### src/rtl/uart_tx_pkg.sv
// Shared types, line levels and parity helper for the parametrised UART transmitter.
package uart_tx_pkg;

    localparam int unsigned MAX_DATA_WIDTH = 9;

    localparam logic IDLE_LEVEL  = 1'b1;
    localparam logic START_LEVEL = 1'b0;
    localparam logic STOP_LEVEL  = 1'b1;

    typedef enum logic [2:0] {
        IDLE,
        START,
        DATA,
        PARITY,
        STOP
    } tx_state_e;

    // Zero-extended payload leaves the XOR unchanged, so one width fits all legal sizes.
    function automatic logic parity_bit(input logic [MAX_DATA_WIDTH-1:0] data, input logic odd);
        return (^data) ^ odd;
    endfunction

endpackage

### src/rtl/uart_tx_bit_timer.sv
// Bit-period timer: counts max(prescale,1) clocks and pulses bit_end_c on the last one.
module uart_tx_bit_timer #(
    parameter int unsigned PRESC_WIDTH = 6
) (
    input  logic                   clk,
    input  logic                   rst_n,
    input  logic                   start,
    input  logic                   run,
    input  logic [PRESC_WIDTH-1:0] prescale,
    output logic                   bit_end_c
);

    logic [PRESC_WIDTH-1:0] cnt;
    logic [PRESC_WIDTH-1:0] last;

    // Prescale is latched on start so mid-frame changes cannot stretch or shrink bits.
    always_ff @(posedge clk or negedge rst_n) begin
        if (!rst_n) begin
            cnt  <= '0;
            last <= '0;
        end else if (start) begin
            cnt  <= '0;
            last <= (prescale == '0) ? '0 : prescale - PRESC_WIDTH'(1);
        end else if (!run || cnt == last) begin
            cnt <= '0;
        end else begin
            cnt <= cnt + PRESC_WIDTH'(1);
        end
    end

    assign bit_end_c = run && (cnt == last);

endmodule

### src/rtl/uart_tx_param.sv
// Parametrised UART transmitter: start, LSB-first data, optional parity, 1/2 stop bits.
module uart_tx_param
    import uart_tx_pkg::*;
#(
    parameter int unsigned DATA_WIDTH  = 8,
    parameter int unsigned PRESC_WIDTH = 6
) (
    input  logic                   CLK,
    input  logic                   RST,
    input  logic [DATA_WIDTH-1:0]  P_DATA,
    input  logic                   Data_Valid,
    input  logic                   PAR_EN,
    input  logic                   PAR_TYP,
    input  logic                   STOP2,
    input  logic [PRESC_WIDTH-1:0] PRESCALE,
    output logic                   TX_OUT,
    output logic                   Busy
);

    localparam int unsigned IDX_W = $clog2(DATA_WIDTH);

    tx_state_e             state;
    logic [DATA_WIDTH-1:0] shreg;
    logic [IDX_W-1:0]      bit_idx;
    logic                  stop_cnt;
    logic                  par;
    logic                  par_en_q;
    logic                  stop2_q;
    logic                  bit_end_c;
    logic                  last_stop_c;
    logic                  accept_c;

    assign last_stop_c = (state == STOP) && bit_end_c && (stop_cnt == stop2_q);
    assign accept_c    = Data_Valid && ((state == IDLE) || last_stop_c);

    uart_tx_bit_timer #(
        .PRESC_WIDTH(PRESC_WIDTH)
    ) u_bit_timer (
        .clk      (CLK),
        .rst_n    (RST),
        .start    (accept_c),
        .run      (Busy),
        .prescale (PRESCALE),
        .bit_end_c(bit_end_c)
    );

    // Frame sequencer; acceptance wins over the end-of-stop transition for back-to-back frames.
    always_ff @(posedge CLK or negedge RST) begin
        if (!RST) begin
            state    <= IDLE;
            TX_OUT   <= IDLE_LEVEL;
            Busy     <= 1'b0;
            shreg    <= '0;
            bit_idx  <= '0;
            stop_cnt <= 1'b0;
            par      <= 1'b0;
            par_en_q <= 1'b0;
            stop2_q  <= 1'b0;
        end else if (accept_c) begin
            state    <= START;
            TX_OUT   <= START_LEVEL;
            Busy     <= 1'b1;
            shreg    <= P_DATA;
            bit_idx  <= '0;
            stop_cnt <= 1'b0;
            par      <= parity_bit(MAX_DATA_WIDTH'(P_DATA), PAR_TYP);
            par_en_q <= PAR_EN;
            stop2_q  <= STOP2;
        end else if (bit_end_c) begin
            case (state)
                START: begin
                    state  <= DATA;
                    TX_OUT <= shreg[0];
                end
                DATA: begin
                    if (bit_idx == IDX_W'(DATA_WIDTH - 1)) begin
                        state  <= par_en_q ? PARITY : STOP;
                        TX_OUT <= par_en_q ? par : STOP_LEVEL;
                    end else begin
                        bit_idx <= bit_idx + IDX_W'(1);
                        shreg   <= shreg >> 1;
                        TX_OUT  <= shreg[1];
                    end
                end
                PARITY: begin
                    state  <= STOP;
                    TX_OUT <= STOP_LEVEL;
                end
                STOP: begin
                    if (stop_cnt == stop2_q) begin
                        state  <= IDLE;
                        TX_OUT <= IDLE_LEVEL;
                        Busy   <= 1'b0;
                    end else begin
                        stop_cnt <= 1'b1;
                    end
                end
                default: begin
                end
            endcase
        end
    end

endmodule

### config.mk
export PLATFORM = sky130hd
export DESIGN_NAME = uart_tx_param
export DESIGN_NICKNAME = d
export VERILOG_FILES = /design/src/rtl/uart_tx_pkg.sv /design/src/rtl/uart_tx_bit_timer.sv /design/src/rtl/uart_tx_param.sv
export SDC_FILE = /design/constraint.sdc
export NUM_CORES = 1
export LEC_CHECK = 0
export ABC_AREA = 1
export BUFFER_PORTS_ARGS = -buffer_cell sky130_fd_sc_hd__buf_2
export CORE_MARGIN = 2
export CORE_UTILIZATION = 40
export CTS_BUF_LIST = sky130_fd_sc_hd__clkbuf_8
export DETAILED_ROUTE_END_ITERATION = 10
export SYNTH_ARGS = -nofsm -noshare
export SYNTH_HDL_FRONTEND = slang
export SYNTH_HIERARCHICAL = 1
export SYNTH_SLANG_ARGS = --single-unit
### constraint.sdc
create_clock -name CLK -period 4.4 [get_ports CLK]
set_clock_uncertainty 0.15 [all_clocks]
set_input_delay 0.44 -clock CLK [delete_from_list [all_inputs] [get_ports CLK]]
set_output_delay 0.44 -clock CLK [all_outputs]
set_load 0.01 [all_outputs]
==> impl_results.md <==
* Worst r2r src: u_bit_timer/cnt[0]
* Instance count of the mapped netlist at roughly 280
* Initial antenna violation count at 0
* DR vias at about 1.8k
* Fillers at 521
* GR Util met2 at 0.245
* Syn_nets at ~300
* Synth unique cells at 33
* Post-placement worst setup slack at 2010 ps
* Met3 Resource Use GR at 0.0291
* Die ar. at 5690 sq um
* Die H at approximately 75 um
* Cell accounting for the most synthesized area: dfrtp_1
* Mapped Area at 2040 sq um
* Grt ovf at 0
* Fin. max-slew vios at 0
* GRT met1 Usage at 0.221
* R2r setup slk at between 1500 and 2000 ps
* Total power at between 1 and 1.5 mW
* Crit path kind: reg -> reg
* Internal at between 700 and 800 uW
* DRC violations left at 0
* Routed WL per cell at 10.9 um
* CP arrival at 2500 ps
* Period utilisation layout at 0.548
* CP Capture Type: flip-flop
* GRT busiest layer: met2
* Worst path required time at between 4000 and 5000 ps
* Clk root buf: clkbuf_8
* CP max FO at 29
* Core area at just under 5000 sq um
* Row cnt at 25
* Max-slew headroom at 0.520
* Worst setup path startpoint: u_bit_timer/cnt[0]
* Synth Register Bits at 32
* Post-DRT Antenna Nets at 0
* DRT Pass-1 Iters at 4
* Mapped Avg Cell Area at 7.37 sq um
* Combinational group share of total power at 0.435
* CTS Hold Bufs at 0
* Synth area leaders: dfrtp_1 38%, nand2_1 19%, inv_1 5.9%
* Vias in the first global route at 1590
* Status: complete, no violations
* P&R area growth vs syn at 11.8%
* Clock share of power at 0.209
* Crit Reg-Reg Endpoint: u_bit_timer/last[5]
* Proportion of layout cells with a drive suffix above 1 at 0.189
* Total CTS buffers at 5
* Sequential Power Share at 0.356
* H-tree depth at 2
* Nets@finish at approximately 330
* Post-CTS Resized at 0
* DR iter-0 viols at ~130
* Clk_lat worst skew at ~290 ps
* P_sw at 588 uW
* Post-CTS setup buffers at 0
* Async S/R FF share, synth at 1.00
* RSZ-0062 raised after global routing: false
* CTS tree: done
* Setup ws final at around 2000 ps
* IO buf count at 21
* Pwr dens at 604 nW/um^2
* Worst reg2reg path depth at 13
* Starting Density at 0.424
* Tmin final at roughly 2400 ps
* Global-route usage over all layers at 0.160
* Post-synthesis sequential area ratio at 0.393
* Clock transition at path regs at 80 ps
* Final Hold Vio Count at 0
* GP Congestion at ~0.78
* Post-synth top area share at 0.380
* Highest Clock Rate at 415 MHz
* Worst VDD drop at roughly 0.17 mV
* Sw frac at 0.427
* Longest Clk Path Bufs at 2
* Final WL at about 4000 um
* Most frequent cell after synthesis: nand2_1
* Die outline width at approximately 75 um
* Main synth FF type: dfrtp_1
* Hold Path Class: in -> async
* CTS sink count at 32
* DP Wirelength at between 2000 and 3000 um
* List of most frequent post-synthesis cells: 101 x nand2_1, 32 x inv_1, 31 x dfrtp_1
* Number of max-cap violations at 0
* N_diodes at 0
* # setup viols final at 0
* Static leakage at 1.22 nW
* I/O pin total at 22
* First-pass GRT wire length at 6840 um
* EDFF count, synth at 0
* CP Launch Type: flip-flop
* Fin Setup TNS at 0 ps
* Via/cell ratio at about 4.8
* Slew of the pin with the lowest slew margin at about 720 ps
* Pin count of the biggest net entering global routing at 33
* Yosys synthesis warning count at 6
per-layer routing:
metal / part of all wire / vias up
li1: - / 916
met3: 0.045 / 6
met2: 0.41 / 35
met5: 0 / -
met1: 0.52 / 796
met4: 0.019 / 0
per-stage QoR:
| step | instances | hold slack, ps | util | area, sq um |
|---|---|---|---|---|
| after floorplan | 277 | -5.59 | - | 2040 |
| after global placement | 360 | 314 | 0.451 | 2170 |
| after detailed placement | 360 | 314 | 0.451 | 2170 |
| after CTS | 368 | 86.6 | 0.474 | 2280 |
| after global routing | 368 | 102 | 0.474 | 2280 |
| final | 368 | 48.7 | 0.474 | 2280 |
cell type report:
type                            count  area [sq um]  area share
Clock buffer                        5          68.8      0.0302
Clock inverter                      3          42.5      0.0186
Inverter                           41           154      0.0674
Multi-Input combinational cell    199          1030       0.450
Sequential cell                    32           802       0.351
Tap cell                           67          83.8      0.0367
Timing Repair Buffer               21           105      0.0461
kinds of logic after synthesis:
group | Yosys count | share of synthesized area
AO/OA/AOI/OAI | 36 | 0.114
XOR/XNOR | 6 | 0.0258
adder cells (fa/ha/maj) | 5 | 0.0307
buffers and inverters | 46 | 0.104
flip-flops | 32 | 0.393
multiplexers | 1 | 0.00491
AND/OR/NAND/NOR | 151 | 0.327
power by group through the flow:
stage / logic, mW / clock network [mW] / registers, mW
2_1_floorplan: 0.526 / 0 / 0.478
3_3_place_gp: 0.605 / 0 / 0.494
3_5_place_dp: 0.603 / 0 / 0.496
4_1_cts: 0.607 / 0.295 / 0.491
5_1_grt: 0.693 / 0.306 / 0.506
6_report: 0.599 / 0.288 / 0.491
registers in the layout, indices dropped and copies added (netlist names):
| name | count |
|---|---|
| Busy | 1 |
| TX_OUT | 1 |
| bit_idx | 3 |
| u_bit_timer/last | 6 |
| u_bit_timer/cnt | 6 |
| par_en_q | 1 |
| state | 3 |
| stop2_q | 1 |
| stop_cnt | 1 |
| par | 1 |
| shreg | 8 |
worst max-delay path by stage:
stage                     cells past startpoint                   to  slack (ps)
after global placement                       13  u_bit_timer/last[5]        2100
final                                        13  u_bit_timer/last[5]        1990
after global routing                         13  u_bit_timer/last[5]        1770
after detailed placement                     13  u_bit_timer/last[5]        2010
after CTS                                    13  u_bit_timer/last[5]        1970
after floorplan                              14  u_bit_timer/last[5]        2290
worst max-delay path, stage by stage (launching register included):
cell and delay [ps]:
dfrtp_1 470, inv_1 70, nand2_1 60, nand2_1 60
nor2_1 110, nand3_2 80, nor2_1 190, nand3_1 110
nand2_1 130, nand2_4 220, inv_2 270, nand2_1 180
o21bai_1 200, nand2_1 60
cells in the final DEF, fill, tap and decap left out:
cell,netlist,routed
nor2_1,20,20
nor2_8,1,1
clkinv_2,0,1
nand3_1,13,13
nand2_4,3,3
nand3b_1,1,1
clkinvlp_4,0,1
xnor2_1,2,2
nor3_4,1,1
o21ai_0,4,4
mux2i_1,1,1
bufinv_16,0,1
nand2_2,2,2
a21oi_1,3,3
nand4_1,4,4
o22ai_1,5,5
o21ai_1,9,9
nor3_1,1,1
dfrtp_1,31,31
buf_2,0,21
inv_2,9,9
dfstp_2,1,1
nand2_1,101,101
o21ai_2,7,7
clkbuf_8,0,5
nor2_2,1,1
inv_1,32,32
or2_2,2,2
ha_1,5,5
xor2_1,4,4
o21bai_1,1,1
nand3_2,1,1
o211ai_1,7,7
(Power assumes the default switching activity.)
